### config.mk
export PLATFORM = sky130hd
export DESIGN_NAME = hazard_controller
export DESIGN_NICKNAME = d
export VERILOG_FILES = /design/src/rtl/hazard_controller.sv
export SDC_FILE = /design/constraint.sdc
export NUM_CORES = 1
export LEC_CHECK = 0
export ABC_AREA = 0
export BUFFER_PORTS_ARGS = -buffer_cell sky130_fd_sc_hd__buf_2
export CORE_ASPECT_RATIO = 0.75
export CORE_MARGIN = 1.5
export CORE_UTILIZATION = 55
export DETAILED_ROUTE_END_ITERATION = 8
export PLACE_DENSITY = 0.8
export SYNTH_ARGS = -nofsm -noshare
export SYNTH_HDL_FRONTEND = slang
export SYNTH_SLANG_ARGS = --single-unit
### constraint.sdc
create_clock -name clock -period 2.5 [get_ports clock]
set_clock_uncertainty 0.15 [all_clocks]
set_input_delay 0.375 -clock clock [delete_from_list [all_inputs] [get_ports clock]]
set_output_delay 0.375 -clock clock [all_outputs]
set_load 0.01 [all_outputs]
### src/rtl/hazard_controller.sv
// Purpose: sequencing/hazard control for a 5-stage RV32I pipeline (enables, flushes, PC select, forwarding).
// Latency: all control outputs are combinational from inputs and shadow-stage state; mem_error/stall_cycles registered.
// Backpressure: a pending data-memory access freezes the pipe; a load-use hazard stalls IF/ID for one cycle.
module hazard_controller #(
    parameter int XLEN        = 32,
    parameter int REG_ADDR_W  = 5,
    parameter int MEM_TIMEOUT = 16
) (
    input  logic                  clock,
    input  logic                  reset,
    input  logic                  id_valid,
    input  logic [REG_ADDR_W-1:0] id_rs1,
    input  logic [REG_ADDR_W-1:0] id_rs2,
    input  logic                  id_uses_rs1,
    input  logic                  id_uses_rs2,
    input  logic [REG_ADDR_W-1:0] id_rd,
    input  logic                  id_reg_write,
    input  logic                  id_mem_to_reg,
    input  logic                  ex_branch_taken,
    input  logic                  dmem_req,
    input  logic                  dmem_ready,
    output logic                  pc_enable,
    output logic                  pc_sel_branch,
    output logic                  if_id_enable,
    output logic                  if_id_flush,
    output logic                  id_ex_enable,
    output logic                  id_ex_flush,
    output logic                  ex_mem_enable,
    output logic                  mem_wb_flush,
    output logic [1:0]            fwd_a,
    output logic [1:0]            fwd_b,
    output logic                  mem_error,
    output logic [XLEN-1:0]       stall_cycles
);

    localparam int CNT_W = (MEM_TIMEOUT > 1) ? $clog2(MEM_TIMEOUT) : 1;
    localparam logic [CNT_W-1:0] WAIT_LAST = CNT_W'(MEM_TIMEOUT - 1);

    // Register-use metadata carried alongside each in-flight instruction
    typedef struct packed {
        logic                  valid;
        logic [REG_ADDR_W-1:0] rs1;
        logic [REG_ADDR_W-1:0] rs2;
        logic [REG_ADDR_W-1:0] rd;
        logic                  reg_write;
        logic                  is_load;
    } stage_t;

    typedef enum logic {
        RUN      = 1'b0,
        MEM_WAIT = 1'b1
    } mstate_t;

    stage_t            ex_s;
    stage_t            mem_s;
    stage_t            wb_s;
    mstate_t           state;
    logic [CNT_W-1:0]  wait_cnt;
    logic              timeout;
    logic              freeze;
    logic              luh;
    logic              rs1_hit;
    logic              rs2_hit;

    // The last permitted wait cycle releases the freeze and completes the access as-is
    assign timeout = (state == MEM_WAIT) && (wait_cnt == WAIT_LAST);
    assign freeze  = dmem_req & ~dmem_ready & ~timeout;

    assign rs1_hit = id_uses_rs1 && (id_rs1 == ex_s.rd);
    assign rs2_hit = id_uses_rs2 && (id_rs2 == ex_s.rd);
    assign luh     = id_valid & ex_s.valid & ex_s.is_load & (ex_s.rd != '0) & (rs1_hit | rs2_hit);

    // Picks the youngest producer of src; loads in MEM have no data yet, x0 is never forwarded
    function automatic logic [1:0] fwd_sel(input logic [REG_ADDR_W-1:0] src,
                                           input stage_t mem_st,
                                           input stage_t wb_st);
        logic [1:0] sel;
        sel = 2'b00;
        if (mem_st.valid && mem_st.reg_write && (mem_st.rd != '0) &&
            (mem_st.rd == src) && !mem_st.is_load) begin
            sel = 2'b01;
        end else if (wb_st.valid && wb_st.reg_write && (wb_st.rd != '0) && (wb_st.rd == src)) begin
            sel = 2'b10;
        end
        return sel;
    endfunction

    assign fwd_a = fwd_sel(ex_s.rs1, mem_s, wb_s);
    assign fwd_b = fwd_sel(ex_s.rs2, mem_s, wb_s);

    // Priority resolution of pipeline controls: freeze > taken branch > load-use > run
    always_comb begin
        pc_enable     = 1'b0;
        pc_sel_branch = 1'b0;
        if_id_enable  = 1'b0;
        if_id_flush   = 1'b0;
        id_ex_enable  = 1'b0;
        id_ex_flush   = 1'b0;
        ex_mem_enable = 1'b0;
        mem_wb_flush  = 1'b0;
        if (reset) begin
            if (freeze) begin
                mem_wb_flush  = 1'b1;
            end else if (ex_branch_taken) begin
                pc_enable     = 1'b1;
                pc_sel_branch = 1'b1;
                if_id_enable  = 1'b1;
                if_id_flush   = 1'b1;
                id_ex_enable  = 1'b1;
                id_ex_flush   = 1'b1;
                ex_mem_enable = 1'b1;
            end else if (luh) begin
                // ID/EX stays enabled so the bubble actually lands in EX
                id_ex_enable  = 1'b1;
                id_ex_flush   = 1'b1;
                ex_mem_enable = 1'b1;
            end else begin
                pc_enable     = 1'b1;
                if_id_enable  = 1'b1;
                id_ex_enable  = 1'b1;
                ex_mem_enable = 1'b1;
            end
        end
    end

    // Shadow EX/MEM/WB stages follow the real pipeline registers
    always_ff @(posedge clock or negedge reset) begin
        if (!reset) begin
            ex_s  <= '0;
            mem_s <= '0;
            wb_s  <= '0;
        end else begin
            if (id_ex_enable) begin
                if (id_ex_flush || !id_valid) begin
                    ex_s <= '0;
                end else begin
                    ex_s <= '{valid:     1'b1,
                              rs1:       id_rs1,
                              rs2:       id_rs2,
                              rd:        id_rd,
                              reg_write: id_reg_write,
                              is_load:   id_mem_to_reg};
                end
            end
            if (ex_mem_enable) begin
                mem_s <= ex_s;
            end
            wb_s <= mem_wb_flush ? '0 : mem_s;
        end
    end

    // Memory wait FSM: tracks an outstanding access and aborts it after MEM_TIMEOUT cycles
    always_ff @(posedge clock or negedge reset) begin
        if (!reset) begin
            state     <= RUN;
            wait_cnt  <= '0;
            mem_error <= 1'b0;
        end else begin
            case (state)
                RUN: begin
                    if (freeze) begin
                        state    <= MEM_WAIT;
                        wait_cnt <= '0;
                    end
                end
                MEM_WAIT: begin
                    if (timeout) begin
                        mem_error <= 1'b1;
                        state     <= RUN;
                    end else if (!freeze) begin
                        state <= RUN;
                    end else begin
                        wait_cnt <= wait_cnt + 1'b1;
                    end
                end
                default: state <= RUN;
            endcase
        end
    end

    // Saturating count of cycles in which the PC did not advance
    always_ff @(posedge clock or negedge reset) begin
        if (!reset) begin
            stall_cycles <= '0;
        end else if (!pc_enable && (stall_cycles != {XLEN{1'b1}})) begin
            stall_cycles <= stall_cycles + XLEN'(1);
        end
    end

    // WB source fields are carried for completeness but nothing downstream reads them
    logic unused_wb;
    assign unused_wb = ^{wb_s.rs1, wb_s.rs2, wb_s.is_load};

endmodule

==> run_results.csv <==
group,metric,value,unit
outcome,status,"complete, but fails checks",
outcome,violations,"setup timing",
die,core,5980,µm²
timing,final-hold-violation-count,0,
clocking,ctsHoldBuffers,0,
layout,post-route-util,71.7,%
clocking,cts-htree-levels,3,
timing,setup_ws,-9.38,ps
synthesis,yosys_warnings,0,
die,rows,24,
clocking,insertion_delay,350,ps
drt,ant_nets,0,
die,initial_core_util,58.3,%
grt,grtUsageMet3,7.86,%
flow_run,maxCapViolations,0,
layout,fillers,418,
power_and_ir_drop,power_density,743,nW/µm²
synthesis,synth_cell_type_count,39,
grt,grt_max_degree,72,
timing,rsz0062_at_grt,"yes",
grt,grt_overflow,0,
timing,tightest_slew,873,ps
critical_path,critPathArrivalTime,1980,ps
layout,layout.nets,442,
layout,layout_common_cells,"dfrtp_1 (71), buf_2 (69), nand2_1 (51)",
drt,drtIter0Drc,217,
clocking,path_clk_slew,80,ps
synthesis,ys_seq_area_share,51.0,%
timing,slew_headroom,41.8,%
clocking,cts-buffers-inserted,9,
drt,vias,2756,
synthesis,synth_top_area_cell,"dfrtp_1",
die,chipWidth,94.9,µm
die,pin_count,70,
critical_path,reg2reg_depth,10,
grt,grt_pass1_wl,13.0,mm
grt,top_usage_layer,"met1",
clocking,clockBufferDepth,2,
grt,gr-usage-met2,34.9,%
critical_path,cp.required,1980,ps
critical_path,cp-end-kind,"output pin",
synthesis,syn_inst,331,
drt,drc,0,
timing,max_freq,0.399,GHz
die,die-area,6820,µm²
drt,drt-vias-per-instance,5.53,
layout,final_cells,498,
grt,antenna_found_initial,0,
synthesis,syn_area,3480,µm²
critical_path,cp-start-kind,"flip-flop",
timing,setup_violations,1,
power_and_ir_drop,cellLeakagePower,0.00222,µW
power_and_ir_drop,vdd_drop_max,0.403,mV
timing,fin_crit_sh,100,%
drt,routed_wl,8.06,mm
layout,drive_gt1_share,27.6,%
synthesis,synth.top_cell.area_share,51.0,%
placed_design,place_inst,474,
grt,grt_pass1_vias,2540,
placed_design,dpl_cell_area,3910,µm²
hold_path,holdCritPathClass,"input port to flip-flop",
die,die_h,71.9,µm
grt,track_usage,25.5,%
grt,grt_use_met1,38.9,%
critical_path,path_class,"flip-flop to output pin",
synthesis,ys_top_cells_by_area,"dfrtp_1 (51%), xor2_1 (11%), nand2_1 (5.6%)",
layout,multiInputGateArea,1630,µm²
clocking,cts.sink_count,71,
placed_design,hpwl,5.54,mm
layout,diodes,0,
placed_design,io_buffers,69,
hold_path,min_path_cells,2,
drt,wire_per_inst,16.2,µm
layout,final_common_cell,"dfrtp_1",
layout,seq_area,1780,µm²
synthesis,synth_nets,358,
layout,area_growth,23.1,%
synthesis,ys_ff_latch,71,
synthesis,postSynthAreaPerCell,10.5,µm²
placed_design,gp_congestion,0.880,
timing,slew_violations,0,
critical_path,critPathMaxFanout,2,
clocking,clockRootBuffer,"clkbuf_8",
clocking,cts_tree,"done",
layout,final_cell_area,4290,µm²
timing,period_needed,2510,ps
drt,firstDrtPassIters,5,
metrics by stage:
stage / worst slack (ps) / total power (µW) / hold WS [ps] / TNS (ps)
after floorplan: 156 / 1740 / -70.6 / 0
after global placement: 257 / 1930 / 318 / 0
after detailed placement: 94.7 / 1950 / 298 / 0
after CTS: 4.64 / 3200 / 74.7 / 0
after global routing: -136 / 3330 / 85.3 / -209
final: -9.38 / 3180 / 91.7 / -9.38
worst max-delay path: stages (launching register included):
cell,delay (ps)
dfrtp_1,390
or4_1,540
o21ai_2,150
nor4_1,90
nor4_1,290
buf_2,180
final timing paths:
kind / from / endpoint / slack (ps)
max in group asynchronous: reset / ex_s[11]$_DFFE_PN0P_ / 1480
min in group asynchronous: reset / mem_s[1]$_DFFE_PN0P_ / 150
hold reg to reg: mem_error$_DFFE_PN0P_ / mem_error$_DFFE_PN0P_ / 330
hold / removal: id_rd[4] / ex_s[6]$_DFFE_PN0P_ / 90
setup / recovery: mem_s[5]$_DFFE_PN0P_ / fwd_b[1] / -9
setup reg to reg: wait_cnt[0]$_DFFE_PN0P_ / stall_cycles[9]$_DFFE_PN0P_ / 220
layer usage:
metal	vias up	share of wire (%)	wire, µm
li1	1312	-	-
met1	1337	47	3770
met2	98	44	3570
met3	9	7.9	635
met4	0	1.1	85
met5	-	0	0
what timing repair did:
item / in CTS / in global routing
hold endpoints to repair: 0 / 0
endpoints found under the setup margin: 7 / 27
gates cloned: 0 / 0
gates resized for setup: 5 / 6
setup buffers: 3 / 5
pin swaps: 0 / 0
Yosys cell counts:
master,number
a211o_1,1
a21o_1,1
a21oi_1,2
a22o_1,17
a31oi_1,1
a32oi_1,1
and2_1,7
and3_1,4
and4_1,1
buf_1,1
buf_2,2
buf_4,4
buf_6,3
clkbuf_1,2
dfrtp_1,71
ha_1,2
inv_1,8
mux2_1,1
nand2_1,52
nand2b_1,2
nand3_1,14
nand3_2,1
nand3_4,1
nand4_1,12
nor2_1,20
nor2b_1,1
nor3_1,14
nor4_1,6
nor4_2,1
nor4_4,4
o211ai_1,1
o21ai_0,4
o21ai_2,1
o22ai_1,1
o31ai_1,1
or2_2,1
or4_1,4
xnor2_1,19
xor2_1,42
power by group:
part           internal, µW  switching (µW)
combinational           237             294
clock                   793             427
sequential             1270             160
total                  2300             880
cell families after synthesis:
family,count (synthesis),share of synthesized area (%)
DFF,71,51.0
xor gates and xnor gates,61,15.3
muxes,1,0.323
AOI/OAI and AO/OA,31,6.90
and+or+nand+nor,145,22.4
buffers and inverters,20,3.30
adders and majority gates,2,0.718
registers in the layout (all words and copies together) (netlist names):
name          flops
wb_s              7
ex_s             18
wait_cnt          4
stall_cycles     32
state             1
mem_s             8
mem_error         1
cell type report:
cell class	instances	share of cell area, %
Clock buffer	11	3.30
Timing Repair Buffer	85	11.3
Clock inverter	5	3.01
Multi-Input combinational cell	240	37.9
Tap cell	78	2.28
Sequential cell	71	41.4
Inverter	8	0.701
Note: power is estimated with default switching activity, not from simulation.
